<file path="src/rtl/riscv_fetch_pkg.sv">
// Shared constants for the IF-stage fetch sequencer: reset PC, NOP encoding
// and the sequencer FSM state encoding.
package riscv_fetch_pkg;

  localparam logic [31:0] RESET_PC_DEFAULT = 32'h0000_0000;
  localparam logic [31:0] INSTR_NOP        = 32'h0000_0013;

  localparam logic [1:0] ST_BOOT  = 2'd0;
  localparam logic [1:0] ST_RUN   = 2'd1;
  localparam logic [1:0] ST_DRAIN = 2'd2;

endpackage

</file>
<file path="src/rtl/fetch_queue.sv">
// Small in-order FIFO built as a shift register, so the head entry is always
// a flop and can drive outputs directly.
module fetch_queue #(
  parameter int               WIDTH     = 64,
  parameter int               DEPTH     = 2,
  parameter logic [WIDTH-1:0] RESET_VAL = '0,
  localparam int              CW        = $clog2(DEPTH + 1)
) (
  input  logic             clk,
  input  logic             rst_n,
  input  logic             push,
  input  logic [WIDTH-1:0] push_data,
  input  logic             pop,
  input  logic             clear,
  output logic             full,
  output logic             empty,
  output logic [CW-1:0]    count,
  output logic [WIDTH-1:0] head
);

  localparam logic [CW-1:0] ONE  = CW'(1);
  localparam logic [CW-1:0] FULL = CW'(DEPTH);

  logic [WIDTH-1:0] mem_q [DEPTH];
  logic [WIDTH-1:0] mem_d [DEPTH];
  logic [CW-1:0]    count_q, count_d;
  logic [CW-1:0]    base;
  logic             do_pop;

  // Next-state: shift on pop, then write the new entry just past the survivors.
  always_comb begin
    mem_d   = mem_q;
    count_d = count_q;
    do_pop  = pop && (count_q != '0);
    base    = do_pop ? (count_q - ONE) : count_q;
    if (clear) begin
      count_d = '0;
    end else begin
      if (do_pop) begin
        for (int i = 0; i < DEPTH - 1; i++) mem_d[i] = mem_q[i + 1];
      end else begin
        mem_d = mem_q;
      end
      if (push && (int'(base) < DEPTH)) begin
        for (int i = 0; i < DEPTH; i++) begin
          if (i == int'(base)) mem_d[i] = push_data;
        end
        count_d = base + ONE;
      end else begin
        count_d = base;
      end
    end
  end

  // Storage and occupancy registers.
  always_ff @(posedge clk or negedge rst_n) begin
    if (!rst_n) begin
      count_q <= '0;
      for (int i = 0; i < DEPTH; i++) mem_q[i] <= RESET_VAL;
    end else begin
      count_q <= count_d;
      mem_q   <= mem_d;
    end
  end

  assign full  = (count_q == FULL);
  assign empty = (count_q == '0);
  assign count = count_q;
  assign head  = mem_q[0];

endmodule

</file>
<file path="src/rtl/fetch_sequencer_chk.sv">
// Protocol checks for the fetch sequencer's internal queues.
module fetch_sequencer_chk (
  input logic clk,
  input logic rst_n,
  input logic iq_push,
  input logic iq_pop,
  input logic iq_clear,
  input logic iq_full,
  input logic pq_push,
  input logic pq_pop,
  input logic pq_full,
  input logic pq_empty
);

  a_iq_no_overflow: assert property (@(posedge clk) disable iff (!rst_n)
    !(iq_push && iq_full && !iq_pop && !iq_clear))
    else $error("fetch_sequencer: instruction queue push while full");

  a_pq_no_overflow: assert property (@(posedge clk) disable iff (!rst_n)
    !(pq_push && pq_full && !pq_pop))
    else $error("fetch_sequencer: PC FIFO push while full");

  a_rsp_has_request: assert property (@(posedge clk) disable iff (!rst_n)
    !(pq_pop && pq_empty))
    else $error("fetch_sequencer: response with nothing outstanding");

endmodule

</file>
<file path="src/rtl/fetch_sequencer.sv">
// IF-stage sequencer: owns the PC, issues credit-limited fetches, queues
// returned instructions for decode and discards wrong-path responses after a redirect.
module fetch_sequencer
  import riscv_fetch_pkg::*;
#(
  parameter int               XLEN     = 32,
  parameter int               QDEPTH   = 2,
  parameter logic [XLEN-1:0]  RESET_PC = RESET_PC_DEFAULT
) (
  input  logic            clk,
  input  logic            rst_n,
  output logic            imem_req_valid,
  input  logic            imem_req_ready,
  output logic [XLEN-1:0] imem_req_addr,
  input  logic            imem_rsp_valid,
  input  logic [XLEN-1:0] imem_rsp_data,
  input  logic            redirect_valid,
  input  logic [XLEN-1:0] redirect_pc,
  output logic            if_valid,
  input  logic            if_ready,
  output logic [XLEN-1:0] if_instr,
  output logic [XLEN-1:0] if_pc
);

  localparam int CW = $clog2(QDEPTH + 1);
  localparam int SW = CW + 2;
  localparam logic [CW-1:0] ONE = CW'(1);

  logic [XLEN-1:0]   pc_q, pc_d;
  logic [CW-1:0]     drop_q, drop_d;
  logic [1:0]        state_q, state_d;

  logic [CW-1:0]     iq_count, pq_count, inflight;
  logic              iq_full, iq_empty, pq_full, pq_empty;
  logic              iq_push, iq_pop, req_acc;
  logic [2*XLEN-1:0] iq_head;
  logic [XLEN-1:0]   pq_head;
  logic [SW-1:0]     credit_used;

  // The PC FIFO occupancy is the outstanding-request count.
  assign credit_used    = SW'(pq_count) + SW'(iq_count) + SW'(drop_q);
  assign imem_req_valid = (state_q != ST_BOOT) && !redirect_valid && (credit_used < SW'(QDEPTH));
  assign imem_req_addr  = pc_q;
  assign req_acc        = imem_req_valid && imem_req_ready;
  assign inflight       = pq_count + CW'(req_acc) - CW'(imem_rsp_valid);

  assign iq_push = imem_rsp_valid && (drop_q == '0) && !redirect_valid;
  assign iq_pop  = if_valid && if_ready && !redirect_valid;

  // PC, wrong-path drop counter and FSM next state.
  always_comb begin
    pc_d    = pc_q;
    drop_d  = drop_q;
    state_d = state_q;
    if (redirect_valid) begin
      pc_d   = redirect_pc & ~XLEN'(3);
      drop_d = inflight;
    end else begin
      if (req_acc) pc_d = pc_q + XLEN'(4);
      else         pc_d = pc_q;
      if (imem_rsp_valid && (drop_q != '0)) drop_d = drop_q - ONE;
      else                                  drop_d = drop_q;
    end
    case (state_q)
      ST_BOOT:          state_d = ST_RUN;
      ST_RUN, ST_DRAIN: state_d = (drop_d != '0) ? ST_DRAIN : ST_RUN;
      default:          state_d = ST_BOOT;
    endcase
  end

  // Sequencer state registers.
  always_ff @(posedge clk or negedge rst_n) begin
    if (!rst_n) begin
      pc_q    <= RESET_PC;
      drop_q  <= '0;
      state_q <= ST_BOOT;
    end else begin
      pc_q    <= pc_d;
      drop_q  <= drop_d;
      state_q <= state_d;
    end
  end

  fetch_queue #(.WIDTH(XLEN), .DEPTH(QDEPTH), .RESET_VAL(RESET_PC)) u_pc_fifo (
    .clk(clk), .rst_n(rst_n),
    .push(req_acc), .push_data(pc_q), .pop(imem_rsp_valid), .clear(1'b0),
    .full(pq_full), .empty(pq_empty), .count(pq_count), .head(pq_head)
  );

  fetch_queue #(.WIDTH(2*XLEN), .DEPTH(QDEPTH), .RESET_VAL({RESET_PC, XLEN'(INSTR_NOP)})) u_instr_q (
    .clk(clk), .rst_n(rst_n),
    .push(iq_push), .push_data({pq_head, imem_rsp_data}), .pop(iq_pop), .clear(redirect_valid),
    .full(iq_full), .empty(iq_empty), .count(iq_count), .head(iq_head)
  );

  fetch_sequencer_chk u_chk (
    .clk(clk), .rst_n(rst_n),
    .iq_push(iq_push), .iq_pop(iq_pop), .iq_clear(redirect_valid), .iq_full(iq_full),
    .pq_push(req_acc), .pq_pop(imem_rsp_valid), .pq_full(pq_full), .pq_empty(pq_empty)
  );

  assign if_valid = !iq_empty;
  assign if_instr = iq_head[XLEN-1:0];
  assign if_pc    = iq_head[2*XLEN-1:XLEN];

endmodule

</file>
<file path="config.mk">
export PLATFORM = sky130hd
export DESIGN_NAME = fetch_sequencer
export DESIGN_NICKNAME = d
export VERILOG_FILES = /design/src/rtl/riscv_fetch_pkg.sv /design/src/rtl/fetch_queue.sv /design/src/rtl/fetch_sequencer_chk.sv /design/src/rtl/fetch_sequencer.sv
export SDC_FILE = /design/constraint.sdc
export NUM_CORES = 1
export LEC_CHECK = 0
export BUFFER_PORTS_ARGS = -buffer_cell sky130_fd_sc_hd__buf_2
export CAP_MARGIN = 20
export CELL_PAD_IN_SITES_DETAIL_PLACEMENT = 0
export CELL_PAD_IN_SITES_GLOBAL_PLACEMENT = 1
export CORE_UTILIZATION = 45
export DETAILED_ROUTE_END_ITERATION = 10
export PLACE_DENSITY = 0.92
export SLEW_MARGIN = 20
export SYNTH_ARGS = -nofsm -noshare
export SYNTH_HDL_FRONTEND = slang
export SYNTH_SLANG_ARGS = --single-unit
</file>
<file path="constraint.sdc">
create_clock -name clk -period 3.5 [get_ports clk]
set_input_delay 0.35 -clock clk [delete_from_list [all_inputs] [get_ports clk]]
set_output_delay 0.35 -clock clk [all_outputs]
set_load 0.05 [all_outputs]
</file>
==> metrics, run 1 <==
status=finished clean; Worst Path Required=about 3900 ps; Worst Setup End Kind=flop; DRT Pass-1 Iters=8; final setup fails=0; Mean Syn Cell Area=~11 sq um; Post-Syn Area=10600 sq um; DRT antenna net count=0; Rows=55; Remaining Overflow, GRT=0; Post-synth EDFFs=0; Crit Path Class=flop to flop; Max Cap Viol=0; num ports=about 170; routed len/inst=approximately 17 um; XOR/XNOR Fraction of Synth Area=0.00744; CTS Root Cell=clkbuf_16; routed via count=about 7500; setup_tns=0 ps; final core occ=0.528; diode count=0; Hold WC Path Type=input port to flop; Clock Path Buffers=3; P per Cell Area=between 800 and 900 nW/um^2; CTS resizes=0; routability cong.=0.844; IO buf count=163; CTS Buf Count=25; synthesized flop and latch total=approximately 230; share of layout cells above drive strength 1=0.266; Tmin final=between 2000 and 3000 ps; Reg clk slew, reported paths=60 ps; RR Endpoint=imem_req_addr[8]$_DFFE_PN0N_; cell leakage power=between 6 and 7 nW; compound-gate portion of the synthesized area=0.115; r2r setup slk=a little over 700 ps; dpl hpwl=about 15000 um; Setup Buffers After CTS=0; CTS tree=built; fmax=0.360 GHz; Post-synth ARST share=1.00; Die Area=24200 sq um; Mapped Cells=~930; vias in the first global route=between 7000 and 8000; Core Area=22800 sq um; VDD IR max=0.327 mV; initial antenna violation count=0; final hold vios=0; Area Overhead vs Synth=13.9%; Worst Setup SP=u_instr_q.count[1]$_DFF_PN0_; largest family of logic cells by synthesized area=compound AO/OA/AOI/OAI gates; Synth Area in Simple Gates=0.102; first-pass GRT wire length=between 30000 and 40000 um; CP Max Fanout=14; # clock sinks=between 200 and 250; Yosys cell types=56; routed wire length=23600 um; Fillers=about 2000; Most used DFF post-synth=dfrtp_1; Syn. warnings=0; reg2reg start=u_instr_q.count[1]$_DFF_PN0_; Slew HR=0.315; fin crit share=0.794; H-tree depth=1; vias per inst=around 5.5; critical path launch point type=flop; Adder-Cell Fraction of Synth Area=0.0184; Clock Latency Late Sink=about 520 ps; sequential area share after synthesis=0.539; die width=roughly 160 um; fraction of synthesized area in multiplexers=0.109; gr usage total=0.199; Slew Viols, Final=0; RSZ-0062 raised after global routing=no; Initial DRC Count=701; NumNets Final=~1100; FF-to-FF path depth=10; largest net degree at the start of global routing=101; Worst EP arrival=between 3000 and 4000 ps; CP Capture Point=imem_req_addr[8]$_DFFE_PN0N_; worst slew pin tran=slightly above 1000 ps; Post-Route Skew=around 18 ps; Die Y-Extent=between 150 and 200 um; initial cell density of the core=0.464; number of remaining DRC errors=0
-- critical path: stages, from the launching register on --
cell      delay [ps]
dfrtp_1          330
inv_1            110
fa_1             520
inv_1             40
ha_1             280
nor2b_1           40
nand2_1          100
inv_2            100
nor2_1           780
o21ai_0          210
o311ai_0         150
-- state kept, by name (all words and copies together) (netlist names) --
name and flops:
u_pc_fifo.head 32, u_instr_q.head 64, drop_q 2, u_pc_fifo.count 2, state_q 2, u_instr_q.mem_q 64
imem_req_addr 30, u_instr_q.count 2, u_pc_fifo.mem_q 30
-- through the flow --
step	instances	worst slack, ps	hold WS (ps)	power, mW	area (sq um)
4_1_cts	1348	727	14.6	10.2	12100
3_5_place_dp	1302	769	438	7.38	11200
3_3_place_gp	1302	794	436	7.24	11200
5_1_grt	1348	435	26.8	10.7	12100
2_1_floorplan	935	904	54.4	6.70	10600
6_report	1348	722	31.0	10.1	12100
-- report_power, final --
part           switching [mW]  total (mW)  leakage [nW]  internal [mW]
clock                    1.06        2.80         0.439           1.74
combinational            2.18        3.30          2.92           1.12
sequential              0.601        4.04          3.02           3.44
-- final cells by class --
type | count | area (sq um) | share of cell area
Clock buffer | 30 | 674 | 0.0559
Clock inverter | 15 | 210 | 0.0174
Inverter | 81 | 304 | 0.0252
Multi-Input combinational cell | 504 | 3770 | 0.312
Sequential cell | 228 | 5710 | 0.473
Tap cell | 313 | 392 | 0.0325
Timing Repair Buffer | 177 | 1010 | 0.0836
-- metal layers --
metal | up-vias | GRT usage | wire length, um
met5 | - | 0 | 0
met4 | 0 | 0.0500 | 476
met3 | 35 | 0.0343 | 1510
met2 | 291 | 0.319 | 10800
met1 | 3704 | 0.280 | 10700
li1 | 3437 | - | -
-- logic make-up (layout without fill, tap and decap cells) --
family / Yosys count / in the layout
compound gates: 149 / 149
xor+xnor: 9 / 9
fa+ha+maj: 15 / 15
buf+inv: 203 / 303
flops: 228 / 228
mux: 103 / 103
other cells: 1 / 2
simple gates: 226 / 226
-- repair_timing --
action / CTS / global route
setup endpoints to repair: 0 / 0
hold buffers: 1 / 0
endpoints found under the hold margin: 98 / 0
-- cells in the final DEF, fill, tap and decap left out, types with 2 or more instances in the layout --
master and n:
a22oi_1 5, clkbuf_16 25, mux2_2 36, nor2b_1 7
ha_1 14, and3_2 2, a222oi_1 64, nand2b_1 8
bufinv_16 5, nand2_1 99, a31oi_4 2, nand3_1 17
a21oi_1 3, inv_1 80, dfstp_2 6, mux2i_1 6
clkbuf_1 2, dfrtp_1 222, and3_1 7, buf_4 7
buf_2 162, a31oi_1 31, clkbuf_8 3, nor2_1 49
o211ai_1 9, nor4_1 3, nand4_1 14, xnor2_1 8
a221o_1 3, nand3b_1 5, clkinv_2 7, or3_1 2
a21o_1 6, o311ai_0 5, buf_12 6, mux2_1 60
o21ai_0 15, conb_1 2
-- cell usage after synthesis, types with 6 or more instances --
master / n / area, sq um
nor2_1: 49 / 184
inv_1: 80 / 300
buf_12: 6 / 120
mux2_1: 60 / 676
a31oi_1: 32 / 200
ha_1: 14 / 175
dfrtp_1: 222 / 5560
nand4_1: 14 / 87.6
dfstp_2: 6 / 158
and3_1: 9 / 56.3
o21ai_0: 15 / 75.1
buf_2: 13 / 65.1
o211ai_1: 9 / 67.6
mux2i_1: 6 / 60.1
nand3_1: 18 / 90.1
mux2_2: 36 / 405
nand2_1: 99 / 372
clkbuf_1: 31 / 116
nor2b_1: 8 / 50.1
a222oi_1: 64 / 641
xnor2_1: 8 / 70.1
nand2b_1: 8 / 50.1
buf_4: 69 / 518
a21o_1: 6 / 45.0
-- worst min-delay path by stage --
stage,startpoint,endpoint,slack [ps],depth (start not counted)
floorplan,rst_n,drop_q[0]$_DFF_PN0_,50,0
global placement,rst_n,u_instr_q.head[28]$_DFFE_PN0N_,440,1
detailed placement,rst_n,u_instr_q.mem_q[28]$_DFFE_PN0P_,440,1
CTS,redirect_pc[5],imem_req_addr[5]$_DFFE_PN0N_,10,3
global route,redirect_pc[15],imem_req_addr[15]$_DFFE_PN0N_,30,3
finish,redirect_pc[5],imem_req_addr[5]$_DFFE_PN0N_,30,3
Power figures use the tool's default switching activity.
==> run 2: changes to the inputs <==
clock period = 2.6 ns   (was 3.5 ns; I/O delays follow)
==> run 2 against run 1 <==
  * Global-route usage increased by 0.46 points
  * Die area unchanged
  * Hold slack got worse by 11 ps
  * Utilization is 3.5 points higher
  * Register-to-register slack lost 650 ps
  * Clock power increased by 31%
  * Critical endpoint is now imem_req_valid
==> metrics, run 2 (same netlist as run 1, synthesis figures left out) <==
Flop pwr share=0.389 (was 0.398); initial cell density of the core=0.464 (unchanged); RR Endpoint=u_pc_fifo.mem_q[31]$_DFFE_PN0P_ (was imem_req_addr[8]$_DFFE_PN0N_); Max Cap Viol=0 (unchanged); fin crit share=0.982; Hold WC Path Type=input port to flop (unchanged); P_sw=5.23 mW (was 3.84 mW); Fillers=1909 (was 1996); RSZ-0062 raised after global routing=yes (was no); IO buf count=163 (unchanged); routed via count=7748 (was 7467); design area=12900 sq um (was 12100 sq um); CTS Buf Count=24 (was 25); Logic pwr share=0.349 (was 0.325); routability cong.=0.855 (was 0.844); clock share of power=0.262 (was 0.276); CP Max Fanout=2 (was 14); critical path launch point type=flop (unchanged); commonest non-fill, non-tap cell in the layout=dfrtp_1 (unchanged); DRT Pass-1 Iters=6 (was 8); worst slew pin tran=647 ps (was 1020 ps); VDD IR max=0.659 mV (was 0.327 mV); dpl hpwl=15500 um (was 15000 um); CTS tree=built (unchanged); fmax=a little under 0.4 GHz; DRT antenna net count=0 (unchanged); first-pass GRT wire length=39500 um (was 38700 um); die width=155 um (unchanged); Remaining Overflow, GRT=0 (unchanged); Register Area=5710 sq um (unchanged); routed len/inst=17.3 um (was 17.5 um); overall power=14.0 mW (was 10.1 mW); Worst Path Required=2340 ps (was 3910 ps); Crit Path Class=flop to output pin (was flop to flop); Post-DP Area=11400 sq um (was 11200 sq um); number of remaining DRC errors=0 (unchanged); num ports=168 (unchanged); Reg clk slew, reported paths=60 ps (about the same); Clock Latency Late Sink=520 ps (about the same); final hold vios=0 (unchanged); share of layout cells above drive strength 1=0.267 (was 0.266); status=finished clean (unchanged); CP Capture Point=imem_req_valid (was imem_req_addr[8]$_DFFE_PN0N_); Post-Route Skew=14.9 ps (was 17.8 ps); most frequent cells in the layout=222 x dfrtp_1, 161 x buf_2, 98 x nand2_1 (was 222 x dfrtp_1, 162 x buf_2, 99 x nand2_1); cell leakage power=6.70 nW (was 6.38 nW); Slew HR=0.569 (was 0.315); Initial DRC Count=717 (was 701); Switching Share=0.374 (was 0.379); Slew Viols, Final=0 (unchanged); diode count=0 (unchanged); reg2reg start=u_pc_fifo.count[1]$_DFF_PN0_ (was u_instr_q.count[1]$_DFF_PN0_); Area Overhead vs Synth=21.5% (was 13.9%); largest net degree at the start of global routing=82 (was 101); worst hold path depth=3 (unchanged); multi-input logic area=3830 sq um (was 3770 sq um); gr usage total=0.203 (was 0.199); Rows=55 (unchanged); Die Area=24200 sq um (unchanged); Worst EP arrival=2290 ps (was 3180 ps); H-tree depth=1 (unchanged); vias per inst=5.48 (was 5.54); routed wire length=24400 um (was 23600 um); # clock sinks=228 (unchanged); Tmin final=between 2000 and 3000 ps; Die Y-Extent=155 um (unchanged); Worst Setup End Kind=output pin (was flop); Core Area=22800 sq um (unchanged); internal power=8.75 mW (was 6.30 mW); CTS Root Cell=clkbuf_16 (unchanged); P per Cell Area=1090 nW/um^2 (was 840 nW/um^2); r2r setup slk=70 ps (was 720 ps); Clock Path Buffers=3 (unchanged); NumNets Final=1170 (was 1102); vias in the first global route=7464 (was 7342); Worst Setup SP=u_pc_fifo.count[1]$_DFF_PN0_ (was u_instr_q.count[1]$_DFF_PN0_); initial antenna violation count=0 (unchanged); setup_tns=0 ps (unchanged); final setup fails=0 (unchanged); FF-to-FF path depth=11 (was 10)
run 2: cell types whose count changed in the layout (fill, tap and decap cells not counted), sizes merged:
cell,change
bufinv,-1
buf,+15
clkinv,-8
clkbuf,+8
clkinvlp,-1
inv,-1
dlygate4sd3,+53
run 2: layer usage:
layer / up-vias / part of all wire / GRT usage
li1: 3589 / - / -
met1: 3818 / 0.45 / 0.285
met2: 311 / 0.47 / 0.334
met3: 30 / 0.067 / 0.0306
met4: 0 / 0.017 / 0.0462
met5: - / 0 / 0
run 2: timing repair:
action | CTS | global route
hold buffers | 54 | 0
cloned | 0 | 1
pin swaps | 1 | 10
setup endpoints to repair | 3 | 112
resized for setup | 2 | 19
setup buffers | 0 | 4
hold endpoints to repair | 158 | 0
run 2: worst max-delay path, stage by stage, from the launching register on:
cell and delay (ps):
dfrtp_1 350, inv_2 50, fa_1 540, inv_2 50
ha_4 160, nor4b_4 270, nor2b_2 200, buf_6 160
run 2: cell type report:
type | count | share of cell area
Inverter | 81 | 0.0238
Clock buffer | 37 | 0.0568
Clock inverter | 4 | 0.00933
Timing Repair Buffer | 246 | 0.138
Multi-Input combinational cell | 504 | 0.298
Sequential cell | 228 | 0.444
Tap cell | 313 | 0.0304
run 2: power groups by stage:
stage / Clock (mW) / Sequential (mW) / Combinational [mW]
6_report: 3.67 / 5.44 / 4.88
5_1_grt: 3.88 / 5.56 / 5.30
4_1_cts: 3.73 / 5.41 / 4.69
3_5_place_dp: 0 / 5.46 / 4.59
3_3_place_gp: 0 / 5.41 / 4.47
2_1_floorplan: 0 / 5.48 / 3.53
run 2: how the worst min path moves through the flow:
stage,start,slack [ps],end
global route,imem_rsp_data[16],7,u_instr_q.mem_q[16]$_DFFE_PN0P_
detailed placement,rst_n,290,u_instr_q.mem_q[28]$_DFFE_PN0P_
floorplan,rst_n,-40,drop_q[0]$_DFF_PN0_
finish,redirect_pc[18],20,imem_req_addr[18]$_DFFE_PN0N_
global placement,rst_n,290,u_instr_q.head[28]$_DFFE_PN0N_
CTS,imem_rsp_data[16],4,u_instr_q.mem_q[16]$_DFFE_PN0P_
run 2: through the flow:
stage	utilization	std cells	hold WS (ps)	setup slack, ps
floorplan	-	935	-35.6	4.19
global route	0.563	1413	7.28	-24.5
finish	0.563	1413	19.6	48.0
CTS	0.558	1409	3.60	4.90
detailed placement	0.497	1314	293	-14.0
global placement	0.497	1314	289	50.7
==> run 3: changes to the inputs <==
==> constraint.sdc (replaced) <==
create_clock -name clk -period 2.6 [get_ports clk]
set_input_delay 0.52 -clock clk [delete_from_list [all_inputs] [get_ports clk]]
set_output_delay 0.52 -clock clk [all_outputs]
set_load 0.05 [all_outputs]
==> run 3 against run 2 <==
  * The flow now finishes with violations (negative setup slack)
  * Total power is 0.10% lower
  * Worst setup slack worse by 200 ps
  * Non-clock buffer count is 36 lower
  * Register-to-register slack worse by 30 ps
  * Via count is 1.1% lower
  * Fmax is 7.3% lower
  * Utilization is 1.3 points lower
  * Sequential share of layout area is 1.1 points higher
  * Sequential cell count stayed put
  * Combinational power is 4% higher
  * Clock skew is 3.1 ps lower
==> metrics, run 3 (same netlist as run 1, synthesis figures left out) <==
fin crit share=1.06 (was 0.982); IO buf count=163 (unchanged); VDD IR max=0.478 mV (was 0.659 mV); overall power=14.0 mW (about the same); cell leakage power=6.60 nW (was 6.70 nW); Remaining Overflow, GRT=0 (unchanged); H-tree depth=1 (unchanged); Crit Path Class=flop to output pin (unchanged); Die Area=24200 sq um (unchanged); routed via count=7666 (was 7748); Area Overhead vs Synth=18.6% (was 21.5%); routed wire length=25000 um (was 24400 um); first-pass GRT wire length=39500 um (about the same); Clock Path Buffers=3 (unchanged); final core occ=0.550 (was 0.563); Worst EP arrival=2230 ps (was 2290 ps); initial antenna violation count=0 (unchanged); # clock sinks=228 (unchanged); gr usage total=0.202 (was 0.203); Max Cap Viol=0 (unchanged); met3 routed wirelength=1330 um (was 1630 um); CP Max Fanout=2 (unchanged); Setup WS post-layout=-154 ps (was 48.0 ps); Rows=55 (unchanged); diode count=0 (unchanged); Logic pwr share=0.363 (was 0.349); Slew Viols, Final=0 (unchanged); final setup fails=1 (was 0); vias per inst=5.55 (was 5.48); routed len/inst=18.1 um (was 17.3 um); dpl hpwl=15900 um (was 15500 um); failing checks=negative setup slack; DRT antenna net count=0 (unchanged); Post-Route Skew=11.8 ps (was 14.9 ps); CTS Buf Count=25 (was 24); Clock Latency Late Sink=510 ps (was 520 ps); die width=155 um (unchanged); NumNets Final=1135 (was 1170); CTS Root Cell=clkbuf_16 (unchanged); wl on met1=11600 um (was 10900 um); critical path launch point type=flop (unchanged); most frequent cells in the layout=222 x dfrtp_1, 162 x buf_2, 96 x nand2_1 (was 222 x dfrtp_1, 161 x buf_2, 98 x nand2_1); P per Cell Area=1110 nW/um^2 (was 1090 nW/um^2); Slew HR=0.624 (was 0.569); routability cong.=0.832 (was 0.855); share of layout cells above drive strength 1=0.310 (was 0.267); worst slew pin tran=559 ps (was 647 ps); clock share of power=0.248 (was 0.262); Tmin final=2750 ps (was 2550 ps); CTS tree=built (unchanged); number of remaining DRC errors=0 (unchanged); largest net degree at the start of global routing=67 (was 82); Reg clk slew, reported paths=60 ps (about the same); wire length on met2=11600 um (was 11500 um); Die Y-Extent=155 um (unchanged); Hold WC Path Type=input port to flop (unchanged); initial cell density of the core=0.464 (unchanged); P_sw=5.37 mW (was 5.23 mW); setup_tns=-154 ps (was 0 ps); num ports=168 (unchanged); Core Area=22800 sq um (unchanged); Worst Path Required=2080 ps (was 2340 ps); final hold vios=0 (unchanged); fmax=0.363 GHz (was 0.392 GHz); RSZ-0062 raised after global routing=yes (unchanged); internal power=8.60 mW (was 8.75 mW); DRT Pass-1 Iters=5 (was 6); commonest non-fill, non-tap cell in the layout=dfrtp_1 (unchanged); status=finished with violations (was finished clean); Worst Setup End Kind=output pin (unchanged); Flop pwr share=0.389 (about the same); highest metal used=met4 (unchanged); Switching Share=0.384 (was 0.374); vias in the first global route=7503 (was 7464); Initial DRC Count=644 (was 717)
==> run 3: per-stage QoR <==
step	worst slack, ps	instances	hold WS [ps]	cell area, sq um
floorplan	5.29	935	224	10600
global placement	65.4	1322	456	11400
detailed placement	-61.2	1322	466	11400
CTS	-191	1372	196	12300
global route	-248	1381	216	12600
finish	-154	1381	211	12600
==> run 3: per-layer routing <==
metal | vias up | track usage
li1 | 3516 | -
met1 | 3866 | 0.285
met2 | 243 | 0.325
met3 | 41 | 0.0315
met4 | 0 | 0.0490
met5 | - | 0
==> run 3: worst max-delay path, cell delays in order (launching register included) <==
cell	delay, ps
dfrtp_1	330
inv_2	50
fa_1	530
inv_1	50
ha_2	190
nor4b_4	210
nor2b_2	190
buf_6	160
==> run 3: worst paths after layout <==
check | start | end | cells after the start | slack [ps]
setup / recovery | drop_q[1]$_DFF_PN0_ | imem_req_valid | 7 | -150
hold / removal | redirect_pc[3] | imem_req_addr[3]$_DFFE_PN0N_ | 3 | 210
setup reg to reg | drop_q[1]$_DFF_PN0_ | state_q[0]$_DFF_PN0_ | 13 | 40
hold reg to reg | u_instr_q.mem_q[10]$_DFFE_PN0P_ | u_instr_q.head[10]$_DFFE_PN0N_ | 2 | 480
max in group asynchronous | rst_n | u_instr_q.mem_q[4]$_DFFE_PN1P_ | 3 | 1360
min in group asynchronous | rst_n | u_instr_q.head[29]$_DFFE_PN0N_ | 2 | 520
==> run 3: timing repair <==
action,in CTS,in global routing
endpoints found under the setup margin,2,62
setup buffers,6,3
hold endpoints to repair,59,0
gates resized for setup,11,32
hold buffers,1,0
pin swaps,5,6
gates cloned,0,7
==> run 3: layout make-up <==
| cell class | instances | area [sq um] |
|---|---|---|
| clock buffers | 35 | 703 |
| flip-flops and latches | 228 | 5710 |
| inverters | 81 | 307 |
| well taps | 313 | 392 |
| clock inverters | 10 | 104 |
| fillers | 1966 | 10300 |
| multi-input cells | 504 | 3890 |
| repair buffers | 210 | 1460 |
==> run 3: power by group through the flow <==
stage	Clock (mW)	Sequential (mW)	Combinational, mW
floorplan	0	5.48	3.54
global placement	0	5.39	4.55
detailed placement	0	5.46	4.71
CTS	3.54	5.41	4.83
global route	3.67	5.58	5.47
finish	3.47	5.43	5.07
